**src/rtl/gbt_link_sequencer.sv**
```systemverilog
// GBT SFP link bring-up and recovery sequencer, 40 MHz frame clock domain.
// Waits for PLL lock, sequences MGT / GBT TX / GBT RX resets, qualifies RX
// alignment and re-runs the sequence on loss or timeout while counting retries.

typedef struct packed {
  logic clk;
  logic reset;
} ckrs_t;

module gbt_link_sequencer #(
  parameter int unsigned RESET_CYCLES  = 16,
  parameter int unsigned LOCK_TIMEOUT  = 4096,
  parameter int unsigned ALIGN_TIMEOUT = 65535,
  parameter int unsigned DEBOUNCE      = 8
) (
  input  ckrs_t       ClkRs_ix,
  input  logic        pll_locked_i,
  input  logic        mgt_tx_ready_i,
  input  logic        mgt_rx_ready_i,
  input  logic        rx_aligned_i,
  input  logic        relink_i,
  output logic        mgt_reset_o,
  output logic        tx_reset_o,
  output logic        rx_reset_o,
  output logic        link_up_o,
  output logic        link_lost_o,
  output logic [7:0]  retry_cnt_o,
  output logic [2:0]  state_o
);

  typedef enum logic [2:0] {
    StIdle      = 3'd0,
    StWaitPll   = 3'd1,
    StMgtRst    = 3'd2,
    StWaitMgt   = 3'd3,
    StWaitAlign = 3'd4,
    StLinkUp    = 3'd5
  } state_e;

  logic        clk_tree_x;
  logic        rst;
  state_e      state_q, state_d;
  logic [15:0] timer_q;
  logic [15:0] deb_q;
  logic [7:0]  retry_q;
  logic        restart;    // relink re-entry; restarts timer even when staying in MGT_RST
  logic        retry_inc;
  logic        entry;
  logic        aligned_match;
  logic        deb_done;
  logic        lost_d;
  logic        active;

  assign clk_tree_x  = ClkRs_ix.clk;
  assign rst         = ClkRs_ix.reset;
  assign state_o     = state_q;
  assign retry_cnt_o = retry_q;

  // Next-state decode: PLL loss beats relink, relink beats normal progress.
  always_comb begin
    state_d       = state_q;
    restart       = 1'b0;
    retry_inc     = 1'b0;
    active        = state_q inside {StMgtRst, StWaitMgt, StWaitAlign, StLinkUp};
    // LINK_UP awaits a low alignment, every other state awaits a high one.
    aligned_match = (state_q == StLinkUp) ? ~rx_aligned_i : rx_aligned_i;
    deb_done      = aligned_match && (deb_q == 16'(DEBOUNCE - 1));
    if (!pll_locked_i && active) begin
      state_d = StWaitPll;
    end else if (relink_i && active) begin
      state_d = StMgtRst;
      restart = 1'b1;
    end else begin
      case (state_q)
        StIdle:    state_d = StWaitPll;
        StWaitPll: if (pll_locked_i) state_d = StMgtRst;
        StMgtRst:  if (timer_q == 16'(RESET_CYCLES - 1)) state_d = StWaitMgt;
        StWaitMgt: begin
          if (mgt_tx_ready_i && mgt_rx_ready_i) begin
            state_d = StWaitAlign;
          end else if (timer_q == 16'(LOCK_TIMEOUT - 1)) begin
            state_d   = StMgtRst;
            retry_inc = 1'b1;
          end
        end
        StWaitAlign: begin
          if (deb_done) begin
            state_d = StLinkUp;
          end else if (timer_q == 16'(ALIGN_TIMEOUT - 1)) begin
            state_d   = StMgtRst;
            retry_inc = 1'b1;
          end
        end
        StLinkUp: begin
          if (!mgt_tx_ready_i || !mgt_rx_ready_i || deb_done) begin
            state_d   = StMgtRst;
            retry_inc = 1'b1;
          end
        end
        default: state_d = StIdle;
      endcase
    end
    entry  = restart || (state_d != state_q);
    lost_d = (state_q == StLinkUp) && (state_d != StLinkUp) && !restart;
  end

  // State, counters and registered outputs decoded from the next state.
  always_ff @(posedge clk_tree_x or posedge rst) begin
    if (rst) begin
      state_q     <= StIdle;
      timer_q     <= '0;
      deb_q       <= '0;
      retry_q     <= '0;
      mgt_reset_o <= 1'b1;
      tx_reset_o  <= 1'b1;
      rx_reset_o  <= 1'b1;
      link_up_o   <= 1'b0;
      link_lost_o <= 1'b0;
    end else begin
      state_q <= state_d;
      timer_q <= entry ? '0 : timer_q + 16'd1;
      if (entry || !aligned_match) begin
        deb_q <= '0;
      end else if (deb_q != 16'hFFFF) begin
        deb_q <= deb_q + 16'd1;
      end
      if (retry_inc && (retry_q != 8'hFF)) begin
        retry_q <= retry_q + 8'd1;
      end
      mgt_reset_o <= state_d inside {StIdle, StWaitPll, StMgtRst};
      tx_reset_o  <= state_d inside {StIdle, StWaitPll, StMgtRst, StWaitMgt};
      rx_reset_o  <= state_d inside {StIdle, StWaitPll, StMgtRst, StWaitMgt};
      link_up_o   <= (state_d == StLinkUp);
      link_lost_o <= lost_d;
    end
  end

endmodule

```
**config.mk**
```make
export PLATFORM = sky130hd
export DESIGN_NAME = gbt_link_sequencer
export DESIGN_NICKNAME = d
export VERILOG_FILES = /design/src/rtl/gbt_link_sequencer.sv
export SDC_FILE = /design/constraint.sdc
export NUM_CORES = 1
export LEC_CHECK = 0
export CORE_MARGIN = 2
export CORE_UTILIZATION = 29
export DETAILED_ROUTE_END_ITERATION = 12
export GPL_TIMING_DRIVEN = 0
export PLACE_DENSITY = 0.48
export SKIP_CTS_REPAIR_TIMING = 1
export SLEW_MARGIN = 40
export SYNTH_ARGS = -nofsm -noshare
export SYNTH_HDL_FRONTEND = slang
export SYNTH_SLANG_ARGS = --single-unit
```
**constraint.sdc**
```tcl
create_clock -name ClkRs_ix -period 6.05 [get_ports ClkRs_ix]
set_input_delay 0.9075 -clock ClkRs_ix [delete_from_list [all_inputs] [get_ports ClkRs_ix]]
set_output_delay 0.9075 -clock ClkRs_ix [all_outputs]
set_load 0.05 [all_outputs]
```
==> flow_summary.json <==
{
  "startpoint_type": "input pin",
  "n_fill_cell": 1038,
  "initial_core_util_pct": 29.6,
  "instances_no_fill": 499,
  "syn_to_final_growth_pct": 23.6,
  "drc": 0,
  "fmaxAchievable_mhz": 323,
  "slowest_delay_ns": 0.53,
  "crit_family": "compound AO/OA/AOI/OAI gates",
  "rsz0062_at_grt": "no",
  "grt_pass1_vias": 2835,
  "synth_edf_count": 0,
  "post_synth_num_cell_types": 59,
  "postSynthCellCount": 282,
  "critPathMaxFanout": 10,
  "placed_area_sq_mm": 0.00339,
  "worstPathArrival_ns": 3.29,
  "drv_cap": 0,
  "firstDrtPassIters": 4,
  "grt_antenna_before_repair": 1,
  "post-route-cell-area_sq_mm": 0.00374,
  "clkSlewWorstSetupHoldPaths_ns": 0.09,
  "syn_area_per_cell_sq_um": 10.7,
  "critPathBufInv": 2,
  "worst_pin_slew_ns": 0.719,
  "cellLeakagePower_nw": 1.67,
  "use_met2_pct": 18.8,
  "crit_path_end_kind": "flop",
  "grt_max_degree": 15,
  "ys_ff_latch": 47,
  "rows": 37,
  "power_mw": 1.52,
  "top_usage_layer": "met2",
  "final_util_pct": 36.5,
  "routedWlPerCell_um": 14.0,
  "grt_pass1_wl_um": 12200,
  "place_ws_ns": 1.91,
  "drv_slew": 0,
  "hold_path_class": "reg2reg",
  "place_congestion": 0.797,
  "fin_nets": 373,
  "ant_nets": 0,
  "finalSetupViolations": 0,
  "routed_via_density": 4.96,
  "dieArea_sq_mm": 0.0113,
  "ys_warn_count": 0,
  "reg2reg_slack_ns": 3.17,
  "ys_async_sr_fraction_pct": 100,
  "synth.yosys.seq_area_share_pct": 39.0,
  "cts_tree": "done",
  "met3_usage_pct": 9.01,
  "crit_slowest_cell": "clkdlybuf4s50_1",
  "setup_ws_ns": 2.96,
  "syn_nets": 295,
  "setup_tns_ns": 0,
  "initialDrtViolationCount": 86,
  "fp.dieH_um": 106,
  "fin_crit_ns": 3.09,
  "fin_worst_skew_ns": 0.0130,
  "track_usage_pct": 14.0,
  "die_w_um": 106,
  "vias": 2474,
  "post-route-period-util_pct": 51.1,
  "overflow": 0,
  "ios": 23,
  "placed_cells": 438,
  "path_class": "in2reg",
  "port_buffers": 20,
  "dp_hpwl_um": 4720,
  "synthesis.area_sq_mm": 0.00302,
  "outcome": "complete, no violations",
  "hold_violations": 0,
  "powerDensity_mw_per_mm2": 406,
  "drive_above_1_share_pct": 21.2,
  "ir_drop_v": 0.000217,
  "critPathRequiredTime_ns": 6.25,
  "diodes": 0,
  "hold_ws_ns": 0.490,
  "use_met1_pct": 16.3,
  "max-slew-margin-rel_pct": 52.0,
  "clock_latency_ns": 0.30,
  "routed_wl_um": 7010,
  "critical_path.cell_chain": "clkdlybuf4s50_1, nor2b_1, o21bai_1, mux2i_1, o21ai_0, a2111o_4, buf_12, nor4_2",
  "synthFlopType": "dfrtp_1",
  "core_sq_mm": 0.0102
}
state kept, by name, summed over array words and instances (netlist names):
signal,flops
link_lost_o,1
deb_q,16
link_up_o,1
rx_reset_o,1
timer_q,16
retry_cnt_o,8
state_o,3
mgt_reset_o,1
synth_stat cells, drive strengths merged (3+ instances only):
cell | n | area (sq um)
dfrtp | 45 | 1130
nor3 | 27 | 240
xor2 | 26 | 246
nand4 | 18 | 134
nor4 | 18 | 206
nand3 | 17 | 85.1
nor2 | 15 | 56.3
nand2 | 12 | 45.0
buf | 10 | 100
xnor2 | 10 | 87.6
a21oi | 8 | 40.0
inv | 7 | 26.3
o21ai | 7 | 35.0
ha | 6 | 75.1
and3 | 5 | 31.3
or4 | 4 | 38.8
and4 | 3 | 27.5
nand2b | 3 | 18.8
nor2b | 3 | 18.8
o22ai | 3 | 25.0
where the power goes:
| group | total [mW] | internal [mW] | switching [mW] |
|---|---|---|---|
| sequential | 0.352 | 0.328 | 0.0244 |
| clock | 0.537 | 0.212 | 0.325 |
| combinational | 0.628 | 0.234 | 0.393 |
worst reg2reg max path: stages (launching register included):
cell and delay (ns):
dfrtp_1 0.61, ha_1 0.40, nor2b_1 0.36, nor2_1 0.16, a21oi_1 0.15, o21ai_0 0.10
a2111o_4 0.55, buf_12 0.18, nor4_2 0.27
routing by layer:
layer | share of wire, % | routed length, um | vias to the layer above
li1 | - | - | 1204
met4 | 1.2 | 81 | 0
met3 | 5.9 | 410 | 8
met5 | 0 | 0 | -
met1 | 48 | 3340 | 1206
met2 | 45 | 3170 | 56
path summary, 6_finish.rpt:
| path | from | endpoint | cells past startpoint |
|---|---|---|---|
| min in group asynchronous | ClkRs_ix[0] | retry_cnt_o[2] | 3 |
| hold reg to reg | retry_cnt_o[6] | retry_cnt_o[6] | 1 |
| max in group asynchronous | ClkRs_ix[0] | mgt_reset_o | 3 |
| hold / removal | retry_cnt_o[6] | retry_cnt_o[6] | 1 |
| setup reg to reg | state_o[2] | deb_q[3] | 8 |
| setup / recovery | pll_locked_i | deb_q[3] | 8 |
cells by family (layout without fill, tap and decap cells):
kind of cell / after synthesis / in the layout / synth area share, %
simple gates: 134 / 134 / 32.5
flops: 47 / 47 / 39.0
compound gates: 37 / 37 / 9.39
xor+xnor: 36 / 36 / 11.0
buf+inv: 19 / 100 / 4.43
fa+ha+maj: 6 / 6 / 2.48
mux: 3 / 3 / 1.16
cell usage in the layout, fill, tap and decap left out, drive strengths merged, types with 5 or more instances in the layout:
master / count
ha: 6
nor3: 27
nand4: 18
xnor2: 10
xor2: 26
clkdlybuf4s50: 20
clkbuf: 14
dfrtp: 45
o21ai: 7
and3: 5
inv: 55
nor4: 18
nor2: 15
nand3: 17
a21oi: 8
buf: 10
nand2: 12
cell type report:
type | count | area (sq um) | share of cell area (%)
inverters | 6 | 22.5 | 0.603
multi-input cells | 216 | 1710 | 45.8
plain buffers | 12 | 108 | 2.88
repair buffers | 20 | 200 | 5.36
well taps | 136 | 170 | 4.55
flip-flops and latches | 47 | 1180 | 31.5
clock buffers | 12 | 155 | 4.15
clock inverters | 50 | 191 | 5.12
Power figures use the tool's default switching activity.
